==> config.mk <==
export PLATFORM = sky130hd
export DESIGN_NAME = parallel_argmax_signed_16in
export DESIGN_NICKNAME = d
export VERILOG_FILES = /design/src/rtl/argmax_pkg.sv /design/src/rtl/argmax_node2.sv /design/src/rtl/parallel_argmax_signed_16in.sv
export SDC_FILE = /design/constraint.sdc
export NUM_CORES = 1
export LEC_CHECK = 0
export CAP_MARGIN = 20
export CORE_MARGIN = 5
export CORE_UTILIZATION = 45
export DETAILED_ROUTE_END_ITERATION = 8
export PLACE_DENSITY = 0.71
export RECOVER_POWER = 100
export SLEW_MARGIN = 5
export SYNTH_ARGS = -nofsm -noshare
export SYNTH_HDL_FRONTEND = slang
export SYNTH_HIERARCHICAL = 1
export SYNTH_SLANG_ARGS = --single-unit
==> constraint.sdc <==
create_clock -name clk -period 0.8 [get_ports clk]
set_input_delay 0.08 -clock clk [delete_from_list [all_inputs] [get_ports clk]]
set_output_delay 0.08 -clock clk [all_outputs]
set_load 0.02 [all_outputs]
==> src/rtl/argmax_pkg.sv <==
// Shared sizing for the 16-input signed argmax tree.
// Pure declarations: no latency, no flow control.
package argmax_pkg;
    localparam int N_INPUTS = 16;
    localparam int IDX_W    = 4;
    localparam int N_LEVEL1 = N_INPUTS / 2;
    localparam int N_LEVEL2 = N_INPUTS / 4;

    typedef logic [IDX_W-1:0] idx_t;
endpackage

==> src/rtl/argmax_node2.sv <==
// Two-way signed compare node forwarding the winning {value, index}; lower index wins ties.
// Combinational, zero latency; no flow control.
module argmax_node2
    import argmax_pkg::*;
#(
    parameter int WIDTH = 5
) (
    input  logic signed [WIDTH-1:0] a_val,
    input  idx_t                    a_idx,
    input  logic signed [WIDTH-1:0] b_val,
    input  idx_t                    b_idx,
    output logic signed [WIDTH-1:0] win_val,
    output idx_t                    win_idx
);

    logic b_wins;

    assign b_wins  = (b_val > a_val) || ((b_val == a_val) && (b_idx < a_idx));
    assign win_val = b_wins ? b_val : a_val;
    assign win_idx = b_wins ? b_idx : a_idx;

endmodule

==> src/rtl/parallel_argmax_signed_16in.sv <==
// Max and argmax of 16 signed elements through a 4-level comparator tree.
// Latency 1 (MID_PIPE=0) or 2 (MID_PIPE=1); one vector per cycle, no back-pressure.
module parallel_argmax_signed_16in
    import argmax_pkg::*;
#(
    parameter int WIDTH    = 5,
    parameter int MID_PIPE = 0
) (
    input  logic                        clk,
    input  logic                        rst_n,
    input  logic                        in_valid,
    input  logic [N_INPUTS*WIDTH-1:0]   in,
    output logic                        out_valid,
    output logic signed [WIDTH-1:0]     max,
    output logic [IDX_W-1:0]            argmax
);

    logic signed [WIDTH-1:0] v1 [N_LEVEL1];
    idx_t                    i1 [N_LEVEL1];
    logic signed [WIDTH-1:0] v2 [N_LEVEL2];
    idx_t                    i2 [N_LEVEL2];
    logic signed [WIDTH-1:0] v2q [N_LEVEL2];
    idx_t                    i2q [N_LEVEL2];
    logic signed [WIDTH-1:0] v3 [2];
    idx_t                    i3 [2];
    logic signed [WIDTH-1:0] v4;
    idx_t                    i4;
    logic                    mid_valid;

    for (genvar g = 0; g < N_LEVEL1; g++) begin : g_lvl1
        argmax_node2 #(.WIDTH(WIDTH)) u_node (
            .a_val   (in[(2*g)*WIDTH +: WIDTH]),
            .a_idx   (idx_t'(2*g)),
            .b_val   (in[(2*g+1)*WIDTH +: WIDTH]),
            .b_idx   (idx_t'(2*g+1)),
            .win_val (v1[g]),
            .win_idx (i1[g])
        );
    end

    for (genvar g = 0; g < N_LEVEL2; g++) begin : g_lvl2
        argmax_node2 #(.WIDTH(WIDTH)) u_node (
            .a_val   (v1[2*g]),
            .a_idx   (i1[2*g]),
            .b_val   (v1[2*g+1]),
            .b_idx   (i1[2*g+1]),
            .win_val (v2[g]),
            .win_idx (i2[g])
        );
    end

    // Optional cut after level 2 splits the tree roughly in half for timing.
    if (MID_PIPE != 0) begin : g_mid
        always_ff @(posedge clk or negedge rst_n) begin
            if (!rst_n) begin
                mid_valid <= 1'b0;
                v2q       <= '{default: '0};
                i2q       <= '{default: '0};
            end else begin
                mid_valid <= in_valid;
                if (in_valid) begin
                    v2q <= v2;
                    i2q <= i2;
                end
            end
        end
    end else begin : g_no_mid
        assign mid_valid = in_valid;
        assign v2q       = v2;
        assign i2q       = i2;
    end

    for (genvar g = 0; g < 2; g++) begin : g_lvl3
        argmax_node2 #(.WIDTH(WIDTH)) u_node (
            .a_val   (v2q[2*g]),
            .a_idx   (i2q[2*g]),
            .b_val   (v2q[2*g+1]),
            .b_idx   (i2q[2*g+1]),
            .win_val (v3[g]),
            .win_idx (i3[g])
        );
    end

    argmax_node2 #(.WIDTH(WIDTH)) u_lvl4 (
        .a_val   (v3[0]),
        .a_idx   (i3[0]),
        .b_val   (v3[1]),
        .b_idx   (i3[1]),
        .win_val (v4),
        .win_idx (i4)
    );

    // Results hold across idle cycles; only a qualified stage updates them.
    always_ff @(posedge clk or negedge rst_n) begin
        if (!rst_n) begin
            out_valid <= 1'b0;
            max       <= '0;
            argmax    <= '0;
        end else begin
            out_valid <= mid_valid;
            if (mid_valid) begin
                max    <= v4;
                argmax <= i4;
            end
        end
    end

endmodule

# Word level (Yosys, flattened, before mapping)
# Index checks and enable logic that the tools add are counted.
[op_classes]
div = 0
order_cmp = 22
add_sub_neg = 0
n_mul = 0
n_eq_ne = 7
reduce_logical = 14
muxes = 30
shifts = 0
bitwise = 0
[ops]
columns = ["cell", "n"]
rows = [
  ["> comparator 5 bit", 15],
  ["2-to-1 mux 5 bit", 15],
  ["equality test 5 bit", 7],
  ["less-than comparator 4 bit", 3],
  ["2-to-1 mux 1 bit", 8],
  ["2-to-1 mux 2 bit", 4],
  ["logical AND 1 bit", 7],
  ["logical OR 1 bit", 7],
  ["2-to-1 mux 3 bit", 2],
  ["less-than comparator 4 x 3 -> 1 bit", 1],
  ["2-to-1 mux 4 bit", 1],
  ["less-than comparator 3 x 2 -> 1 bit", 1],
  ["less-than comparator 3 bit", 1],
  ["less-than comparator 2 x 1 -> 1 bit", 1],
]
[totals]
inputBits = 83
n_memories = 0
wordCells = 76
latchBits = 0
mem_bits_ro = 0
mem_bits_rw = 0
register_bits = 10
out_inout_bits = 10

# Longest topological paths before layout
# Gate-level depths: netlist of the first run.
[depth]
ltp_word = 14
mapped_depth = 29
mapped_depth_nobuf = 29

# Modules after synthesis
# The synthesis of the first run kept the hierarchy.
[modules_own_cells]
columns = ["module", "instances", "seq_area_each_um2", "cells_each", "area_per_inst_um2"]
rows = [
  ["argmax_node2", 15, 0.0, 43, 390.4],
  ["parallel_argmax_signed_16in", 1, 250.2, 22, 404.1],
]

# Worst setup path before layout of the first run
# No wires, ideal clock.
[synth_path]
path_type = "input -> register"
from = "input in[71]"
to = "register argmax[0]"
cell_stages = 26
required_time_ns = 0.675
arrival_ns = 5.240
n_path_buf = 0
path_slack_ns = -4.565
setup_time_ns = 0.125
cell_sequence = "inv_1 -> ha_1 -> nand2b_1 -> a21oi_2 -> nor4b_4 -> o21ai_4 -> mux2_4 -> ha_1 -> nand2b_1 -> a21oi_2 -> nor4b_4 -> o21ai_4 -> mux2_4 -> ha_1 -> nand2b_1 -> a21oi_2 -> nor4b_4 -> o21ai_4 -> mux2_4 -> ha_1 -> nand2b_1 -> a21oi_2 -> nor4b_4 -> o21ai_4 -> mux2_4 -> mux2_4"
[synth_lines]
columns = ["element", "line", "rtl"]
rows = [
  ["from (decl)", "parallel_argmax_signed_16in.sv:12", "input logic [N_INPUTS*WIDTH-1:0] in,"],
  ["to (signal assigned)", "parallel_argmax_signed_16in.sv:103", "argmax <= i4;"],
  ["to (decl)", "parallel_argmax_signed_16in.sv:15", "output logic [IDX_W-1:0] argmax"],
]

==> results of run 1 <==
[worst min-delay path by stage]
stage / startpoint / endpoint
after floorplan: rst_n / argmax[0]$_DFFE_PN0P_
after global placement: rst_n / max[4]$_DFFE_PN0P_
after detailed placement: rst_n / max[0]$_DFFE_PN0P_
after CTS: rst_n / max[4]$_DFFE_PN0P_
after global routing: rst_n / argmax[2]$_DFFE_PN0P_
final: rst_n / argmax[0]$_DFFE_PN0P_
[flip-flops by register name, summed over array words and instances, names as in the netlist]
name,cells
max,5
argmax,4
out_valid,1
[worst register-to-register path, cell delays in order (launching register included)]
cell     delay, ns
dfrtp_1       0.38
buf_4         0.14
mux2_4        0.26
[kinds of logic after synthesis]
| group | Yosys count | share of synthesized area, % |
|---|---|---|
| flip-flops | 10 | 4.00 |
| adder cells (fa/ha/maj) | 120 | 24.0 |
| AO/OA/AOI/OAI | 120 | 14.1 |
| buffers and inverters | 151 | 9.17 |
| multiplexers | 144 | 33.6 |
| AND/OR/NAND/NOR | 120 | 15.0 |
| other | 2 | 0.120 |
[layer usage]
layer / vias to the layer above / GRT usage (%) / routed length [um]
li1: 3043 / - / -
met1: 2774 / 22.2 / 7100
met2: 80 / 37.2 / 9560
met3: 21 / 1.25 / 377
met4: 0 / 2.87 / 201
met5: - / 0 / 0
[through the flow]
step	power (W)	setup slack [ns]	utilization, %
after floorplan	0.0148	-4.49	-
after global placement	0.0190	-5.14	67.4
after detailed placement	0.0194	-5.27	67.4
after CTS	0.0222	-4.70	72.9
after global routing	0.0253	-4.77	76.5
final	0.0238	-4.59	76.5
[area by class of cell]
type	instances	area share (%)
Multi-Input combinational cell	632	68.1
Tap cell	180	2.14
Timing Repair Buffer	269	20.9
Inverter	150	5.63
Sequential cell	10	2.38
Clock buffer	4	0.844
[power groups by stage]
stage               logic, W  registers, W  clock network, W
finish                0.0219      0.000956          0.000979
detailed placement    0.0185      0.000911                 0
global route          0.0233      0.000997           0.00103
global placement      0.0181      0.000920                 0
CTS                   0.0202      0.000965          0.000995
floorplan             0.0136       0.00120                 0
[placed cells by master, fill, tap and decap left out, types with 21 or more instances in the layout]
cell type / n
dlymetal6s2s_1: 30
o21ai_1: 21
conb_1: 128
mux2_4: 131
inv_1: 106
ha_4: 55
ha_1: 54
o21ai_0: 24
o21ai_4: 30
buf_4: 174
inv_2: 34
clkbuf_2: 32
[timing repair]
action | 4_1_cts | 5_1_grt
pin swaps | 31 | 57
endpoints found under the setup margin | 19 | 19
setup buffers | 13 | 21
gates cloned | 0 | 0
gates resized for setup | 199 | 204
==> out/qor.yml, run 1 <==
status: "finished, violations left"
violations: "negative setup slack"
grt_pass1_vias: 6027
die_w_um: 128
insertion_delay_ns: 0.24
drt_drc_violations_left: 0
p_per_area_nw_per_um2: 2260
power.share.clock_pct: 4.1
yosysUniqueCellTypes: 20
crit_path_frequent_cell: "o21ai_4"
core_area_sq_um: 13800
final.setup.tns_ns: -41.52
cp.depth: 28
dp_hpwl_mm: 12.6
critical_path.slowest_cell: "o21ai_4"
rsz0062_at_grt: "yes"
vias: 5918
cp-startpoint: "in[62]"
finalSetupViolations: 19
initial_core_util_pct: 45.4
peakVddDrop_mv: 1.73
worstReg2RegStart: "max[3]$_DFFE_PN0P_"
period_minus_slack_ns: 5.39
grt_max_degree: 11
worst_slack_ns: -4.59
synth_area_leaders: "mux2_4, ha_1, inv_1"
drive_gt1_share_pct: 54.9
port_buffers: 92
regArea_sq_um: 250
path_clk_slew_ns: 0.04
arrival_ns: 5.51
numClockSinks: 10
dr.pass1.iters: 6
maxSlewViolCount: 0
r2r_slack_ns: -0.10
cts_buffers: 3
fp.dieH_um: 128
ff2ff_path_depth: 2
cp-start-kind: "input pin"
cp.required_ns: 0.92
dieArea_sq_um: 16400
syn_inst: 667
yosys-top-cells-count: "inv_1, mux2_4, ha_1"
switchingPower_w: 0.00959
crit_family: "multiplexers"
ys_ff_latch: 10
filler_cell_count: 904
p_int_w: 0.0142
drtIter0Drc: 102
gp_congestion: 0.827
criticalPathCategory: "input pin to register"
grt_first_pass_wirelength_mm: 26.4
grt_usage_pct: 18.8
multiInputGateArea_sq_um: 7170
yosysWarnings: 6
synthMostInstantiatedCell: "inv_1"
overflow: 0
cts-root-buf: "clkbuf_16"
synth_edf_count: 0
drt-total-wl_mm: 17.2
async_flop_share_pct: 100
whs_ns: 0.247
end_kind: "register"
placed_area_sq_um: 9290
cts.path.max_buffers: 2
yosys.area.top_type: "mux2_4"
cp-endpoint: "max[3]$_DFFE_PN0P_"
min_path_type: "input pin to asynchronous set/reset pin"
path_buf_inv: 4
leakage_nw: 5.46
fp-row-count: 43
seqPwrFrac_pct: 4.0
synth_top_cell_area_share_pct: 30.9
max_stage_delay_ns: 0.37
max-cap-violations: 0
finalCritPeriodShare_pct: 674
hold_viol: 0
place_inst: 1207
worst-path-max-fanout: 8
design_area_sq_um: 10500
skew_ns: 0
r2r-end: "max[3]$_DFFE_PN0P_"
cts_hold_buf: 0
instances_no_fill: 1245
switching_share_pct: 40.3
max_freq_ghz: 0.185
synthesis.area_sq_um: 6260
comb_power_share_pct: 91.9
wl_per_cell_um: 13.9
antenna_cells: 0
pin_count: 93
viasPerCell: 4.75
ant_nets: 0
ys_seq_area_share_pct: 4.00
antenna_found_initial: 0
h-tree-depth: 1
postSynthAreaPerCell_sq_um: 9.38
layout.nets: 1269
syn2layout_area_growth_pct: 68.2
tritoncts: "done"
ys.flop_type: "dfrtp_1"
No activity file was read; power rests on OpenSTA's default activity.
==> inputs of run 2 (changes only) <==
--- a/config.mk
+++ b/config.mk
@@ -6,10 +6,12 @@
 export NUM_CORES = 1
 export LEC_CHECK = 0
 export CAP_MARGIN = 20
+export CELL_PAD_IN_SITES_DETAIL_PLACEMENT = 1
+export CELL_PAD_IN_SITES_GLOBAL_PLACEMENT = 2
 export CORE_MARGIN = 5
-export CORE_UTILIZATION = 45
+export CORE_UTILIZATION = 32
 export DETAILED_ROUTE_END_ITERATION = 8
-export PLACE_DENSITY = 0.71
+export PLACE_DENSITY = 0.79
 export RECOVER_POWER = 100
 export SLEW_MARGIN = 5
 export SYNTH_ARGS = -nofsm -noshare
==> run 2 against run 1 <==
Compared with the run above: the run still ends with negative setup slack left; via count is 1.4% higher; final cell count is 6.7% higher; count of clock-buffer cells in the layout stayed put; clock power hardly changed; largest cell class unchanged.
==> out/qor.yml, run 2 (synthesis gave the netlist of run 1 again) <==
wl_per_cell_um: 14.2
multiInputGateArea_sq_um: 7070
leakage_nw: 5.50
initial_core_util_pct: 32.4
end_kind: "register"
rsz0062_at_grt: "yes"
skew_ns: 0
worst-path-max-fanout: 8
drt_drc_violations_left: 0
crit_path_frequent_cell: "o21ai_4"
regArea_sq_um: 250
insertion_delay_ns: 0.24
finalSetupViolations: 19
filler_cell_count: 2194
drtIter0Drc: 102
hold_viol: 0
period_minus_slack_ns: 5.55
max-cap-violations: 0
finalCritPeriodShare_pct: 694
core_area_sq_um: 19300
grt_usage_pct: 15.4
p_int_w: 0.0143
dieArea_sq_um: 22500
path_clk_slew_ns: 0.04
criticalPathCategory: "input pin to register"
grt_max_degree: 11
design_area_sq_um: 10600
cts-root-buf: "clkbuf_16"
syn2layout_area_growth_pct: 68.6
comb_power_share_pct: 91.8
p_per_area_nw_per_um2: 2290
cp.required_ns: 0.92
worst_slack_ns: -4.75
vias: 6001
crit_family: "compound AO/OA/AOI/OAI gates"
drive_gt1_share_pct: 54.7
gp_congestion: 0.784
top_register: "max"
critical_path.slowest_cell: "mux2_4"
dr.pass1.iters: 4
tritoncts: "done"
arrival_ns: 5.67
h-tree-depth: 1
layout.nets: 1267
peakVddDrop_mv: 1.46
viasPerCell: 4.52
layout_commonest_cell: "buf_4"
cp-start-kind: "input pin"
power.share.clock_pct: 4.1
max_freq_ghz: 0.180
ant_nets: 0
grt_pass1_vias: 6403
placed_area_sq_um: 9270
drt-total-wl_mm: 18.9
cts_buffers: 3
maxSlewViolCount: 0
grt_first_pass_wirelength_mm: 29.2
cts_hold_buf: 0
fp-row-count: 51
layout_common_cells: "buf_4, mux2_4, conb_1"
violations: "negative setup slack"
final_core_util_pct: 54.6
finalPower_w: 0.0242
antenna_cells: 0
antenna_found_initial: 0
reg_top3: "max x5, argmax x4, out_valid x1"
numClockSinks: 10
die_w_um: 150
cts.path.max_buffers: 2
switchingPower_w: 0.00985
max_stage_delay_ns: 0.36
switching_share_pct: 40.8
pin_count: 93
final.setup.tns_ns: -42.85
largest_register_ffs: 5
fp.dieH_um: 150
overflow: 0
status: "finished, violations left"
min_path_type: "input pin to asynchronous set/reset pin"
path_buf_inv: 4
port_buffers: 92
seqPwrFrac_pct: 4.0
dp_hpwl_mm: 14.7
[run 2: final cells by class]
cell class | instances | share of cell area (%)
Sequential cell | 10 | 2.37
Tap cell | 265 | 3.14
Multi-Input combinational cell | 632 | 67.0
Clock buffer | 4 | 0.842
Timing Repair Buffer | 267 | 21.0
Inverter | 150 | 5.67
[run 2: metal layers]
layer | part of all wire [%] | GRT usage [%] | up-vias | wire length (um)
li1 | - | - | 3033 | -
met1 | 41 | 17.4 | 2884 | 7680
met2 | 56 | 31.5 | 66 | 10500
met3 | 2.1 | 0.999 | 18 | 393
met4 | 1.4 | 2.15 | 0 | 267
met5 | 0 | 0 | - | 0
[run 2: power groups by stage]
stage,Combinational [W],Sequential [W],Clock (W)
global route,0.0239,0.00101,0.00105
detailed placement,0.0186,0.000931,0
finish,0.0222,0.000975,0.00100
CTS,0.0202,0.000975,0.00101
global placement,0.0182,0.000923,0
floorplan,0.0136,0.00120,0
[run 2: path summary, 6_finish.rpt]
| path | from | to | slack (ns) | depth (start not counted) |
|---|---|---|---|---|
| hold reg to reg | argmax[3]$_DFFE_PN0P_ | argmax[3]$_DFFE_PN0P_ | 0.55 | 1 |
| hold / removal | rst_n | max[4]$_DFFE_PN0P_ | 0.25 | 2 |
| setup reg to reg | max[2]$_DFFE_PN0P_ | max[2]$_DFFE_PN0P_ | -0.10 | 2 |
| min in group clk | in_valid | out_valid$_DFF_PN0_ | 0.53 | 2 |
| max in group asynchronous | rst_n | max[1]$_DFFE_PN0P_ | 0.32 | 2 |
| setup / recovery | in[11] | argmax[0]$_DFFE_PN0P_ | -4.75 | 29 |
[run 2: timing repair]
action | 4_1_cts | 5_1_grt
gates resized for setup | 149 | 240
setup buffers | 21 | 27
pin swaps | 28 | 93
hold endpoints to repair | 0 | 0
setup endpoints to repair | 19 | 19
[run 2: worst reg2reg max path, cell delays in order (launching register included)]
cell and delay [ns]:
dfrtp_1 0.39, buf_4 0.14, mux2_4 0.26
[run 2: through the flow]
step                cells  hold WS, ns  setup WS, ns
floorplan             793       -0.216         -4.49
global placement     1276        0.391         -5.32
detailed placement   1276        0.397         -5.36
CTS                  1301        0.147         -4.90
global route         1328        0.313         -4.93
finish               1328        0.252         -4.75
==> inputs of run 3 (changes only) <==
--- a/config.mk
+++ b/config.mk
@@ -9,12 +9,12 @@
 export CELL_PAD_IN_SITES_DETAIL_PLACEMENT = 1
 export CELL_PAD_IN_SITES_GLOBAL_PLACEMENT = 2
 export CORE_MARGIN = 5
-export CORE_UTILIZATION = 32
+export CORE_UTILIZATION = 26
 export DETAILED_ROUTE_END_ITERATION = 8
+export GPL_TIMING_DRIVEN = 0
 export PLACE_DENSITY = 0.79
 export RECOVER_POWER = 100
 export SLEW_MARGIN = 5
 export SYNTH_ARGS = -nofsm -noshare
 export SYNTH_HDL_FRONTEND = slang
-export SYNTH_HIERARCHICAL = 1
 export SYNTH_SLANG_ARGS = --single-unit
==> run 3 against run 2 <==
Compared with the run above: the flow still finishes with violations (negative setup slack); non-clock buffer count down 52; core utilization down 2.7 points; critical path depth up 2; critical path type unchanged; critical endpoint is now argmax[2]$_DFFE_PN0P_.
==> out/qor.yml, run 3 <==
worst-path-max-fanout: 6
overflow: 0
worst_slew_pin_slew_ns: 0.629
preCtsSetupSlack_ns: -6.02
status: "finished, violations left"
synth_top_family_by_area: "compound AO/OA/AOI/OAI gates"
cts.path.max_buffers: 2
yosys-top-cells-count: "inv_1, ha_1, mux2i_1"
wl_per_cell_um: 19.0
fp-row-count: 44
filler_cell_count: 1631
antenna_found_initial: 1
max-cap-violations: 0
worst_slack_ns: -4.98
async_flop_share_pct: 100
ys_seq_area_share_pct: 6.54
die_w_um: 131
synthMuxAreaShare_pct: 10.5
peakVddDrop_mv: 1.44
instances_no_fill: 901
hold_viol: 0
ys.flop_type: "dfrtp_1"
insertion_delay_ns: 0.23
yosysUniqueCellTypes: 62
leakage_nw: 3.32
synthMostInstantiatedCell: "inv_1"
drive_gt1_share_pct: 56.8
syn_nets: 664
cts_buffers: 3
h-tree-depth: 1
final_core_util_pct: 51.9
syn_inst: 506
viasPerCell: 5.30
top_register: "max"
end_kind: "register"
synthSimpleGateAreaFrac_pct: 20.1
min_path_type: "input pin to asynchronous set/reset pin"
yosys.area.top_type: "ha_1"
dp_hpwl_mm: 11.2
slew_headroom_pct: 57.6
drtIter0Drc: 156
place_inst: 782
core_area_sq_um: 14500
p_per_area_nw_per_um2: 3100
dr.pass1.iters: 4
syn2layout_area_growth_pct: 96.2
vias: 4773
ant_nets: 0
synth_area_leaders: "ha_1, mux2i_1, inv_1"
synthesis.area_sq_um: 3830
max_freq_ghz: 0.173
tritoncts: "done"
gp_congestion: 0.795
violations: "negative setup slack"
grt_max_degree: 11
path_clk_slew_ns: 0.04
pin_count: 93
cp-start-kind: "input pin"
synth_top_cell_area_share_pct: 24.5
arrival_ns: 5.94
critical_path.slowest_cell: "ha_1"
criticalPathCategory: "input pin to register"
fp.dieH_um: 131
cts_hold_buf: 0
cts-root-buf: "clkbuf_16"
initial_core_util_pct: 26.4
ys_ff_latch: 10
reg_top3: "max x5, argmax x4, out_valid x1"
cp.required_ns: 0.96
drt_drc_violations_left: 0
skew_ns: 0
finalCritPeriodShare_pct: 722
numClockSinks: 10
rsz0062_at_grt: "yes"
layout_common_cells: "buf_4, inv_1, ha_4"
yosysWarnings: 0
layout_commonest_cell: "buf_4"
layout.nets: 876
grt_usage_pct: 16.8
synth_fa_ha_area_share_pct: 24.5
synth_edf_count: 0
dieArea_sq_um: 17300
largest_register_ffs: 5
drt-total-wl_mm: 17.1
grt_pass1_vias: 5331
postSynthAreaPerCell_sq_um: 7.57
max_stage_delay_ns: 0.35
finalSetupViolations: 19
port_buffers: 92
final.setup.tns_ns: -45.02
synth-compound-area-share_pct: 29.6
maxSlewViolCount: 0
period_minus_slack_ns: 5.78
synthXorXnorAreaFrac_pct: 0
grt_first_pass_wirelength_mm: 25.2
[run 3: through the flow]
step                      area (sq um)  total power, W  hold WS [ns]
after global placement            5200          0.0125         0.431
after CTS                         6710          0.0190         0.201
final                             7510          0.0233         0.256
after global routing              7510          0.0247         0.296
after floorplan                   4050         0.00967        -0.216
after detailed placement          5200          0.0130         0.448
[run 3: cells by family after synthesis]
| group | after synthesis |
|---|---|
| and+or+nand+nor | 152 |
| adders and majority gates | 75 |
| buffers and inverters | 85 |
| AOI/OAI and AO/OA | 145 |
| muxes | 39 |
| DFF | 10 |
[run 3: routing by layer]
| layer | routed length, um | global-route usage [%] | vias up |
|---|---|---|---|
| met5 | 0 | 0 | - |
| met4 | 416 | 4.17 | 0 |
| met3 | 469 | 1.41 | 26 |
| met2 | 9760 | 34.4 | 113 |
| met1 | 6480 | 18.2 | 2324 |
| li1 | - | - | 2310 |
[run 3: cell type report]
class | instances | area, sq um | share of cell area, %
timing repair buffer | 208 | 1770 | 23.5
inverter | 77 | 307 | 4.08
sequential | 10 | 250 | 3.33
multi-input combinational | 411 | 4790 | 63.8
buffer | 7 | 88.8 | 1.18
antenna | 1 | 2.50 | 0.0333
tap | 184 | 230 | 3.06
clock buffer | 3 | 75.1 | 0.999
[run 3: critical path, delay by kind of cell]
kind | cells | cell delay (ns)
AO/OA/AOI/OAI | 14 | 2.48
adder cells (fa/ha/maj) | 4 | 1.03
AND/OR/NAND/NOR | 6 | 0.94
buffers and inverters | 5 | 0.73
multiplexers | 2 | 0.67
[run 3: where the power goes]
group          switching, W  leakage (nW)  internal [W]  total (W)
clock network      0.000239        0.0370      0.000649   0.000888
logic                0.0101          3.16        0.0114     0.0214
registers          0.000231         0.119      0.000771    0.00100
total                0.0105          3.32        0.0128     0.0233
[run 3: final timing paths]
kind	start	endpoint	slack, ns	depth (start not counted)
setup / recovery	in[70]	argmax[2]$_DFFE_PN0P_	-4.98	31
hold / removal	rst_n	max[0]$_DFFE_PN0P_	0.26	1
setup reg to reg	max[1]$_DFFE_PN0P_	max[1]$_DFFE_PN0P_	-0.14	3
hold reg to reg	argmax[0]$_DFFE_PN0P_	argmax[0]$_DFFE_PN0P_	0.53	2
max in group asynchronous	rst_n	argmax[0]$_DFFE_PN0P_	0.20	1
min in group clk	in[30]	max[0]$_DFFE_PN0P_	0.45	5
[run 3: repair_timing]
item | 4_1_cts | 5_1_grt
pin swaps | 84 | 83
cloned | 2 | 0
setup endpoints to repair | 19 | 19
buffers inserted | 83 | 32
gates resized for setup | 308 | 178
